## config.mk

```make
export PLATFORM = sky130hd
export DESIGN_NAME = an_tone_ds_mc
export DESIGN_NICKNAME = d
export VERILOG_FILES = /design/src/rtl/an_tone_ds_mc.sv
export SDC_FILE = /design/constraint.sdc
export NUM_CORES = 1
export LEC_CHECK = 0
export ABC_CLOCK_PERIOD_IN_PS = 10400
export CAP_MARGIN = 25
export CELL_PAD_IN_SITES_DETAIL_PLACEMENT = 0
export CELL_PAD_IN_SITES_GLOBAL_PLACEMENT = 1
export CORE_MARGIN = 3
export CORE_UTILIZATION = 55
export DETAILED_ROUTE_END_ITERATION = 8
export HOLD_SLACK_MARGIN = 0.03
export PLACE_DENSITY = 0.93
export SLEW_MARGIN = 20
export SYNTH_ARGS = -nofsm -noshare
export SYNTH_HDL_FRONTEND = slang
export SYNTH_SLANG_ARGS = --single-unit
```

## constraint.sdc

```tcl
create_clock -name CK_i -period 10.4 [get_ports CK_i]
set_input_delay 1.56 -clock CK_i [delete_from_list [all_inputs] [get_ports CK_i]]
set_output_delay 1.56 -clock CK_i [all_outputs]
set_load 0.1 [all_outputs]
```

## src/rtl/an_tone_ds_mc.sv

```systemverilog
// an_tone_ds_mc: multi-channel triangle tone generator with 1-bit
// delta-sigma outputs per channel, a square-wave output per channel and a
// delta-sigma output of the averaged channel mix.
//
// Per channel: phase accumulator PH += INC, triangle T folded from PH,
// sample S = (T * LVL) >> C_DAT_W, first-order modulator on S.
// Registers INC / LVL / PHASE are written through a simple strobe port.
//
// Optional build macro AN_TONE_DS_MC_DITHER_EN: adds a 16-bit LFSR whose
// bit 0 dithers every nonzero modulator input.
module an_tone_ds_mc #(
  parameter int C_CK_Fs   = 135_000_000,
  parameter int C_TONE_Fs = 440,
  parameter int C_CH_N    = 2,
  parameter int C_PHASE_W = 24,
  parameter int C_DAT_W   = 12
) (
  input  logic                 CK_i,
  input  logic                 XARST_i,
  input  logic                 WR_i,
  input  logic [2:0]           WR_CH_i,
  input  logic [1:0]           WR_SEL_i,
  input  logic [C_PHASE_W-1:0] WR_DAT_i,
  output logic                 WR_ACK_o,
  output logic                 ERR_o,
  output logic [C_CH_N-1:0]    DS_o,
  output logic [C_CH_N-1:0]    SQ_o,
  output logic                 DS_MIX_o
);

  localparam int C_MIX_SH = $clog2(C_CH_N);
  localparam int C_SUM_W  = C_DAT_W + C_MIX_SH;
  localparam int C_PRD_W  = 2 * C_DAT_W + 1;

  // Reset increment: round(C_TONE_Fs * 2^C_PHASE_W / C_CK_Fs), in 64 bits
  // so the numerator cannot overflow for realistic phase widths.
  localparam logic [63:0] C_INC_RND =
    (64'(C_TONE_Fs) * (64'd1 << C_PHASE_W) + 64'(C_CK_Fs) / 64'd2) / 64'(C_CK_Fs);
  localparam logic [C_PHASE_W-1:0] C_INC_RST = C_INC_RND[C_PHASE_W-1:0];
  localparam logic [C_DAT_W:0]     C_LVL_MAX = {1'b1, {C_DAT_W{1'b0}}};

  typedef enum logic [1:0] {
    SEL_INC = 2'd0,
    SEL_LVL = 2'd1,
    SEL_PH  = 2'd2,
    SEL_BAD = 2'd3
  } sel_e;

  // Channel registers
  logic [C_PHASE_W-1:0] r_ph  [C_CH_N];
  logic [C_PHASE_W-1:0] r_inc [C_CH_N];
  logic [C_DAT_W:0]     r_lvl [C_CH_N];
  logic [C_DAT_W-1:0]   r_s   [C_CH_N];
  logic [C_DAT_W:0]     r_acc [C_CH_N];
  logic [C_CH_N-1:0]    r_ds;
  logic [C_CH_N-1:0]    r_sq;

  // Mix path and write handshake registers
  logic [C_DAT_W-1:0]   r_mix;
  logic [C_DAT_W:0]     r_macc;
  logic                 r_ds_mix;
  logic                 r_ack;
  logic                 r_err;

  // Combinational nets
  sel_e                 w_sel;
  logic                 w_wr_ok;
  logic                 w_wr_bad;
  logic [C_CH_N-1:0]    w_hit;
  logic [C_DAT_W:0]     w_lvl_dat;
  logic [C_DAT_W-1:0]   w_u   [C_CH_N];
  logic [C_DAT_W-1:0]   w_t   [C_CH_N];
  logic [C_DAT_W-1:0]   w_s   [C_CH_N];
  logic [C_SUM_W-1:0]   w_mix_sum;
  logic [C_DAT_W-1:0]   w_mix;
  logic [C_DAT_W:0]     w_mod_in [C_CH_N];
  logic [C_DAT_W:0]     w_mix_in;

  assign w_sel = sel_e'(WR_SEL_i);

  // Write decode: accept when the channel exists and the selector is legal.
  // NOTE: every combinational output gets a value on every path, so no latch is inferred.
  always_comb begin
    w_wr_ok   = WR_i && (int'(WR_CH_i) < C_CH_N) && (w_sel != SEL_BAD);
    w_wr_bad  = WR_i && !w_wr_ok;
    w_lvl_dat = (WR_DAT_i[C_DAT_W:0] > C_LVL_MAX) ? C_LVL_MAX : WR_DAT_i[C_DAT_W:0];
    w_hit     = '0;
    for (int c = 0; c < C_CH_N; c++) begin
      w_hit[c] = w_wr_ok && (int'(WR_CH_i) == c);
    end
  end

  // Triangle fold and amplitude scaling of each channel's phase.
  always_comb begin
    for (int c = 0; c < C_CH_N; c++) begin
      w_u[c] = r_ph[c][C_PHASE_W-2 -: C_DAT_W];
      w_t[c] = r_ph[c][C_PHASE_W-1] ? ~w_u[c] : w_u[c];
      w_s[c] = C_DAT_W'((C_PRD_W'(w_t[c]) * C_PRD_W'(r_lvl[c])) >> C_DAT_W);
    end
  end

  // Average of the registered channel samples feeding the mix modulator.
  always_comb begin
    w_mix_sum = '0;
    for (int c = 0; c < C_CH_N; c++) begin
      w_mix_sum = w_mix_sum + C_SUM_W'(r_s[c]);
    end
    w_mix = C_DAT_W'(w_mix_sum >> C_MIX_SH);
  end

`ifdef AN_TONE_DS_MC_DITHER_EN
  logic [15:0] r_lfsr;
  logic        w_dith;

  assign w_dith = r_lfsr[0];

  // Maximal-length LFSR x^16+x^14+x^13+x^11+1, stepping every cycle.
  always_ff @(posedge CK_i or negedge XARST_i) begin
    if (!XARST_i) begin
      r_lfsr <= 16'hACE1;
    end else begin
      r_lfsr <= {r_lfsr[14:0], r_lfsr[15] ^ r_lfsr[13] ^ r_lfsr[12] ^ r_lfsr[10]};
    end
  end

  // Modulator inputs: add the dither bit only to nonzero samples, so a
  // silent channel stays silent.
  always_comb begin
    for (int c = 0; c < C_CH_N; c++) begin
      w_mod_in[c] = {1'b0, r_s[c]} +
                    ((r_s[c] != '0) ? {{C_DAT_W{1'b0}}, w_dith} : '0);
    end
    w_mix_in = {1'b0, r_mix} + ((r_mix != '0) ? {{C_DAT_W{1'b0}}, w_dith} : '0);
  end
`else
  // Modulator inputs are the plain samples.
  always_comb begin
    for (int c = 0; c < C_CH_N; c++) begin
      w_mod_in[c] = {1'b0, r_s[c]};
    end
    w_mix_in = {1'b0, r_mix};
  end
`endif

  // Configuration registers and phase accumulators; a PHASE write wins
  // over that cycle's accumulate.
  // NOTE: sequential state uses non-blocking assignments so all registers update together at the edge.
  always_ff @(posedge CK_i or negedge XARST_i) begin
    if (!XARST_i) begin
      // NOTE: these small register arrays hold architectural state, so they are reset like any flop.
      for (int c = 0; c < C_CH_N; c++) begin
        r_ph[c]  <= '0;
        r_inc[c] <= C_INC_RST;
        r_lvl[c] <= C_LVL_MAX;
      end
    end else begin
      for (int c = 0; c < C_CH_N; c++) begin
        if (w_hit[c] && (w_sel == SEL_PH)) begin
          r_ph[c] <= WR_DAT_i;
        end else begin
          r_ph[c] <= r_ph[c] + r_inc[c];
        end
        if (w_hit[c] && (w_sel == SEL_INC)) begin
          r_inc[c] <= WR_DAT_i;
        end
        if (w_hit[c] && (w_sel == SEL_LVL)) begin
          r_lvl[c] <= w_lvl_dat;
        end
      end
    end
  end

  // Sample, modulator and output pipeline per channel plus the mix path.
  always_ff @(posedge CK_i or negedge XARST_i) begin
    if (!XARST_i) begin
      for (int c = 0; c < C_CH_N; c++) begin
        r_s[c]   <= '0;
        r_acc[c] <= '0;
      end
      r_ds     <= '0;
      r_sq     <= '0;
      r_mix    <= '0;
      r_macc   <= '0;
      r_ds_mix <= 1'b0;
    end else begin
      for (int c = 0; c < C_CH_N; c++) begin
        r_sq[c]  <= r_ph[c][C_PHASE_W-1];
        r_s[c]   <= w_s[c];
        r_acc[c] <= {1'b0, r_acc[c][C_DAT_W-1:0]} + w_mod_in[c];
        r_ds[c]  <= r_acc[c][C_DAT_W];
      end
      r_mix    <= w_mix;
      r_macc   <= {1'b0, r_macc[C_DAT_W-1:0]} + w_mix_in;
      r_ds_mix <= r_macc[C_DAT_W];
    end
  end

  // Write handshake: one-cycle pulses following the write cycle; reset
  // drops any write still in flight.
  always_ff @(posedge CK_i or negedge XARST_i) begin
    if (!XARST_i) begin
      r_ack <= 1'b0;
      r_err <= 1'b0;
    end else begin
      r_ack <= w_wr_ok;
      r_err <= w_wr_bad;
    end
  end

  assign WR_ACK_o = r_ack;
  assign ERR_o    = r_err;
  assign DS_o     = r_ds;
  assign SQ_o     = r_sq;
  assign DS_MIX_o = r_ds_mix;

endmodule
```

Word level (Yosys, flattened, before mapping)
Cells that the tools add are included.
{"block": "word_totals", "ff_bits": 204, "inputBits": 32, "out_inout_bits": 7, "wordCells": 52}
{"block": "op_classes", "addsub": 6, "n_mul": 2, "n_lt_le_gt_ge": 2, "eq_ne": 4, "mux": 5, "bitwise_logic": 2, "n_reduce_logical": 14}
{"cell": "adder 12 x 12 -> 13 bit", "n": 4}
{"cell": "adder 24 bit", "n": 2}
{"cell": "multiplier 12 x 13 -> 24 bit", "n": 2}
{"cell": "two-way mux 24 bit", "n": 2}
{"cell": "two-way mux 12 bit", "n": 2}
{"cell": "NOT 12 bit", "n": 2}
{"cell": "> comparator 13 bit, second input constant", "n": 1}
{"cell": "two-way mux 13 bit", "n": 1}
{"cell": "logical AND 1 bit", "n": 11}
{"cell": "== test 3 x 2 -> 1 bit, second input constant", "n": 1}
{"cell": "logical NOT 3 bit", "n": 1}
{"cell": "< comparator 3 x 2 -> 1 bit, second input constant", "n": 1}
{"cell": "== test 2 x 1 -> 1 bit, second input constant", "n": 1}
{"cell": "== test 2 bit, second input constant", "n": 1}
{"cell": "logical NOT 2 bit", "n": 1}
{"cell": "inequality test 2 bit, second input constant", "n": 1}
{"cell": "logical NOT 1 bit", "n": 1}

Longest topological paths before layout
Gate-level depths: netlist of the first run.
{"block": "logic_depth", "word_depth": 6, "mapped_depth": 24}

Least setup slack after synthesis of the first run
Ideal clock, no wire load.
{"block": "synth_path", "path_type": "reg2reg", "startpoint": "register r_ph[47] (netlist bit)", "endpoint": "register r_s[22] (netlist bit)", "setup_ns": 0.125, "arrival_ns": 5.709, "setup_slack_ns": 4.566, "path_stages_with_launch": 23, "path_buffers": 3, "cell_sequence": "dfrtp_1 buf_4 buf_2 xor2_1 clkbuf_1 nand2_1 fa_1 fa_1 inv_1 fa_1 fa_1 inv_1 fa_1 inv_1 ha_1 a21o_1 a21o_1 a2111oi_0 or4b_2 o41ai_4 o41ai_4 o21bai_2 xor2_1"}
{"element": "start: declaration", "line_no": "50", "text": "logic [C_PHASE_W-1:0] r_ph [C_CH_N];"}
{"element": "start signal: indexed assignment", "line_no": "159", "text": "r_ph[c] <= WR_DAT_i;"}
{"element": "start signal: indexed assignment", "line_no": "161", "text": "r_ph[c] <= r_ph[c] + r_inc[c];"}
{"element": "end signal: indexed assignment", "line_no": "188", "text": "r_s[c] <= w_s[c];"}
{"element": "end: declaration", "line_no": "53", "text": "logic [C_DAT_W-1:0] r_s [C_CH_N];"}

==> results of run 1 <==
[worst paths after layout]
kind,to,start,cells past startpoint,slack (ns)
max,r_s[11],r_ph[23],19,3.88
min,DS_o[0],r_acc[25],0,0.35
max reg2reg,r_s[11],r_ph[23],19,3.88
min reg2reg,DS_o[0],r_acc[25],0,0.35
max in group asynchronous,r_inc[20],XARST_i,4,7.46
min in group asynchronous,r_macc[1],XARST_i,1,1.01
[metal layers]
metal,vias to the layer above,part of all wire,GRT usage
li1,6859,-,-
met1,7169,0.43,0.300
met2,310,0.49,0.403
met3,74,0.054,0.0444
met4,0,0.025,0.0561
met5,-,0,0
[logic make-up after synthesis]
| logic type | count (synthesis) |
|---|---|
| AO/OA/AOI/OAI | 295 |
| XOR/XNOR | 132 |
| adder cells (fa/ha/maj) | 427 |
| buffers and inverters | 429 |
| flip-flops | 204 |
| multiplexers | 61 |
| AND/OR/NAND/NOR | 603 |
[registers in the layout (all words and copies together), names as in the netlist]
| register | count |
|---|---|
| DS_MIX_o | 1 |
| DS_o | 2 |
| ERR_o | 1 |
| SQ_o | 2 |
| WR_ACK_o | 1 |
| r_acc | 26 |
| r_inc | 48 |
| r_lvl | 26 |
| r_macc | 13 |
| r_mix | 12 |
| r_ph | 48 |
| r_s | 24 |
[through the flow]
step | cell area [um^2] | std cells | util
CTS | 21800 | 2625 | 0.606
global placement | 21000 | 2583 | 0.585
floorplan | 20300 | 2151 | -
finish | 21900 | 2630 | 0.609
detailed placement | 21000 | 2583 | 0.585
global route | 21900 | 2629 | 0.608
[final cells by class]
cell class                      count  area [um^2]
Antenna cell                        1         2.50
Clock buffer                       30          642
Clock inverter                     12          128
Fill cell                        3014        14100
Inverter                          352         1320
Multi-Input combinational cell   1518        13500
Sequential cell                   204         5120
Tap cell                          461          577
Timing Repair Buffer               52          533
[worst reg2reg max path, stage by stage (launching register included)]
cell and delay (ns):
dfrtp_1 0.74, xor2_1 0.89, nand2_1 0.19, fa_1 0.57, inv_1 0.05, fa_1 0.56, fa_1 0.44, fa_1 0.49
inv_1 0.05, fa_1 0.47, inv_1 0.04, ha_1 0.34, a21o_1 0.18, a21oi_1 0.16, o211ai_1 0.14, a21oi_1 0.20
o21ai_2 0.10, or4_1 0.44, a31oi_1 0.23, xnor2_1 0.15
[cells in the final DEF (no fill, tap or decap), types with 8 or more instances in the layout]
cell type / Yosys / layout
inv_1: 352 / 352
nand2_1: 298 / 298
fa_1: 222 / 222
ha_1: 205 / 205
dfrtp_1: 192 / 192
and2_1: 100 / 100
a21oi_1: 99 / 99
nor2_1: 87 / 87
xor2_1: 69 / 69
xnor2_1: 63 / 63
o21ai_0: 53 / 53
mux2_2: 49 / 49
clkdlybuf4s50_1: 0 / 37
a21o_1: 32 / 32
nand3_1: 27 / 27
clkbuf_16: 0 / 23
nor3_1: 22 / 22
nand2b_1: 21 / 21
o21a_1: 18 / 18
nor2b_1: 15 / 15
o21ai_1: 12 / 12
a211oi_1: 12 / 12
mux2i_1: 12 / 12
dfstp_2: 12 / 12
buf_4: 1 / 11
a31oi_1: 9 / 9
nand4_1: 8 / 8
o211ai_1: 8 / 8
o21bai_1: 8 / 8
clkinv_2: 0 / 8
==> metrics, run 1 <==
crit start category flop; Pre-antenna DRT Iters 5; largest area contributor in the netlist dfrtp_1; Setup CP Type flop to flop; # clock sinks 204; I/O Buffers 38; initial DRC count 652; max_slew headroom 0.292; crit path capture type flop; Max clock buf depth 3; H-tree depth 1; RSZ-0062 raised after global routing no; EDFF count, synth 0; Final Critical Period 6.52 ns; simple-gate area share of the yosys netlist 0.137; asr flop ratio synth 1.00; synthesized instance count 2151; final WL 43500 um; GR Overflow Total 0; Initial Utilization 0.564; crit path DAT 6.95 ns; DR WL/cell 16.5 um; final setup vio count 0; count leader, synth inv_1; I/O pins 39; final hold violation count 0; unique cell type count in the Yosys netlist 65; synthesized flop and latch total 204; clk_lat worst skew 0.54 ns; Synth Area in Adders 0.346; max_cap viols 0; Post-Place Setup Slack 3.88 ns; CORE AREA 35900 um^2; CP Cell Sequence xor2_1 > nand2_1 > fa_1 > inv_1 > fa_1 > fa_1 > fa_1 > inv_1 > fa_1 > inv_1 > ha_1 > a21o_1 > a21oi_1 > o211ai_1 > a21oi_1 > o21ai_2 > or4_1 > a31oi_1 > xnor2_1; CTS tree done; critical path's largest stage delay 0.88 ns; Core Rows 69; Clock transition at path regs 0.06 ns; HP Class flop to flop; layout cell share with drive strength beyond 1 0.0600; Post-DRT Antenna Nets 0; WP buf/inv 3; final period utilization 0.627; Slew Limit Fails 0; Max FO, Critical Path 14; DRC Markers 0; status completed; TritonCTS Buffers 23; Synth Area in Compound Gates 0.0935; clk_skew 0.0272 ns; largest family of logic cells by synthesized area adder cells; die area 39200 um^2; clk root buf clkbuf_16; gpl congestion 0.870; post-synth top area share 0.237; antenna violations before repair 0; Top FF cell, synth dfrtp_1; Worst Hold Slack 0.346 ns; # hold bufs at CTS 0; FMAX 153 MHz; post-synthesis mux area share 0.0332; most used cell, CP fa_1; first-pass GRT wire length 73800 um; mapped cell area 20300 um^2; vias per cell 5.48; syn_nets 2610; Top delay family on crit path adder cells; hpwl dp 34200 um; synth cell count leaders 352 x inv_1, 298 x nand2_1, 222 x fa_1, 205 x ha_1, 192 x dfrtp_1; setup bufs post-CTS 0; cells resized by post-CTS repair 0; vias in the first global route 15300; Syn Area/Cell 9.42 um^2; final setup TNS 0 ns; largest net degree at the start of global routing 75; xor/xnor share of the synthesized area 0.0571; gr usage total 0.231; worst path required time 10.83 ns; top cells by area, synth dfrtp_1 24%, fa_1 22%, ha_1 13%; via count 14400; Die Y 198 um; actual slew at the worst max-slew pin 1.06 ns; yosys warns 0; Crit-path slowest cell xor2_1; Nets 2610; area grow syn2layout 7.89%; Seq/Total Area, Yosys 0.253; final worst slack 3.88 ns; die width 198 um
Power of run 1 is not shown: default switching activity piles up to over one toggle a cycle in this logic, so the estimate is an artifact.
==> inputs of run 2 (changes only) <==
- ABC_CLOCK_PERIOD_IN_PS: 10400 -> 6000
- CORE_UTILIZATION: 55 -> 46
- PLACE_DENSITY: 0.93 -> 0.83
- clock period: 10.4 -> 6 ns (I/O delays scaled with it)
==> run 2 against run 1 <==
Effect of this change: sequential share of layout area decreased by 0.74 points; flip-flop and latch count unchanged; die area increased by 19%; non-clock buffer count increased by 48; wire length increased by 1.8%; hold slack got worse by 0.056 ns; highest routed layer unchanged.
==> metrics, run 2 (synthesis results as in run 1) <==
Post-DRT Antenna Nets 0 (unchanged); gpl congestion 0.875 (was 0.870); Nets 2658 (was 2610); DR WL/cell 15.8 um (was 16.5 um); actual slew at the worst max-slew pin 0.986 ns (was 1.06 ns); clk_lat worst skew 0.54 ns (about the same); hpwl dp 35200 um (was 34200 um); Final Critical Period 5.80 ns (was 6.52 ns); FF-to-FF path depth 22 (was 19); final hold violation count 0 (unchanged); Setup CP Type flop to flop (unchanged); commonest cells after routing, fill and taps aside 350 x inv_1, 298 x nand2_1, 220 x fa_1 (was 352 x inv_1, 298 x nand2_1, 222 x fa_1); die width 216 um (was 198 um); Finished Layout Cells 2801 (was 2630); vias in the first global route 15100 (was 15300); CTS tree done (unchanged); Die Y 216 um (was 198 um); max_cap viols 0 (unchanged); HP Class primary input to async pin (was flop to flop); crit start category flop (unchanged); CP Cell Sequence buf_12 > xor2_4 > buf_4 > and2_1 > fa_1 > inv_1 > fa_1 > inv_1 > fa_2 > fa_1 > inv_1 > fa_1 > inv_1 > ha_1 > a21o_1 > a21o_1 > a2111oi_2 > or4b_4 > o41ai_4 > o41ai_4 > nor2_1 > a211oi_2 (was xor2_1 > nand2_1 > fa_1 > inv_1 > fa_1 > fa_1 > fa_1 > inv_1 > fa_1 > inv_1 > ha_1 > a21o_1 > a21oi_1 > o211ai_1 > a21oi_1 > o21ai_2 > or4_1 > a31oi_1 > xnor2_1); clk root buf clkbuf_16 (unchanged); largest net degree at the start of global routing 166 (was 75); Filler cells 3898 (was 3014); DP Cell Count 2744 (was 2583); via count 14400 (about the same); critical path's largest stage delay 0.53 ns (was 0.88 ns); ant diodes 0 (was 1); Worst Hold Slack 0.290 ns (was 0.346 ns); I/O Buffers 38 (unchanged); Crit-path slowest cell fa_1 (was xor2_1); Clock transition at path regs 0.06 ns (about the same); TritonCTS Buffers 23 (unchanged); Core Rows 76 (was 69); r2r endpoint r_s[23] (was r_s[11]); final setup TNS 0 ns (unchanged); # hold bufs at CTS 0 (unchanged); CORE AREA 43300 um^2 (was 35900 um^2); I/O pins 39 (unchanged); status completed (unchanged); Initial Utilization 0.468 (was 0.564); Slew Limit Fails 0 (unchanged); FMAX 172 MHz (was 153 MHz); die area 46600 um^2 (was 39200 um^2); final WL 44300 um (was 43500 um); Pre-antenna DRT Iters 5 (unchanged); final period utilization 0.967 (was 0.627); crit path DAT 6.24 ns (was 6.95 ns); DRC Markers 0 (unchanged); first-pass GRT wire length 74200 um (was 73800 um); max_slew headroom 0.341 (was 0.292); initial DRC count 738 (was 652); R2R setup slack 0.20 ns (was 3.88 ns); antenna violations before repair 0 (unchanged); gr usage total 0.192 (was 0.231); # clock sinks 204 (unchanged); clk_skew 0.0186 ns (was 0.0272 ns); Crit Reg-Reg Startpoint r_ph[47] (was r_ph[23]); final setup vio count 0 (unchanged); final core utilization 0.522 (was 0.609); area grow syn2layout 11.5% (was 7.89%); vias per cell 5.15 (was 5.48); Max clock buf depth 3 (unchanged); crit path capture type flop (unchanged); biggest regs r_inc: 48 flops, r_ph: 48 flops (unchanged); leading cell type in the layout, fill and taps excluded inv_1 (unchanged); worst path required time 6.44 ns (was 10.83 ns); GR Overflow Total 0 (unchanged); H-tree depth 1 (unchanged); Max FO, Critical Path 7 (was 14); layout cell share with drive strength beyond 1 0.0894 (was 0.0600)
## run 2: worst max path at each step
stage               startpoint       to  slack (ns)  depth (start not counted)
global placement      r_ph[47]  r_s[22]        0.15                         20
detailed placement    r_ph[47]  r_s[23]        0.03                         20
CTS                   r_ph[47]  r_s[23]        0.10                         20
global route          r_ph[47]  r_s[23]      -0.006                         22
floorplan             r_ph[47]  r_s[22]        0.17                         22
finish                r_ph[47]  r_s[23]        0.20                         22
## run 2: timing repair
action                     CTS  global route
pin swaps                    0            11
setup endpoints to repair    1             9
gates resized for setup      1            27
buffers inserted             0            14
## run 2: layout make-up
cell class | instances | area [um^2] | area share
inverter | 352 | 1320 | 0.0585
timing repair buffer | 100 | 913 | 0.0404
clock inverter | 13 | 186 | 0.00826
sequential | 204 | 5120 | 0.227
multi-input combinational | 1518 | 13700 | 0.605
tap | 585 | 732 | 0.0324
clock buffer | 29 | 648 | 0.0287
## run 2: through the flow
step / cell area [um^2] / worst slack [ns]
4_1_cts: 22300 / 0.102
3_5_place_dp: 21500 / 0.0295
2_1_floorplan: 20300 / 0.166
3_3_place_gp: 21500 / 0.146
5_1_grt: 22600 / -0.00589
6_report: 22600 / 0.200
## run 2: per-layer routing
metal | GRT usage | vias to the layer above | wire length (um)
li1 | - | 6943 | -
met1 | 0.255 | 7198 | 19900
met2 | 0.344 | 244 | 21900
met3 | 0.0232 | 51 | 1760
met4 | 0.0324 | 0 | 779
met5 | 0 | - | 0
## run 2: worst max-delay path, delay by kind of cell, from the launching register on
| family | cells | cell delay, ns |
|---|---|---|
| AO/OA/AOI/OAI | 6 | 1.47 |
| XOR/XNOR | 1 | 0.19 |
| adder cells (fa/ha/maj) | 6 | 2.55 |
| buffers and inverters | 6 | 0.53 |
| flip-flops | 1 | 0.49 |
| AND/OR/NAND/NOR | 3 | 0.46 |
Power of run 2 is left out for the same reason.
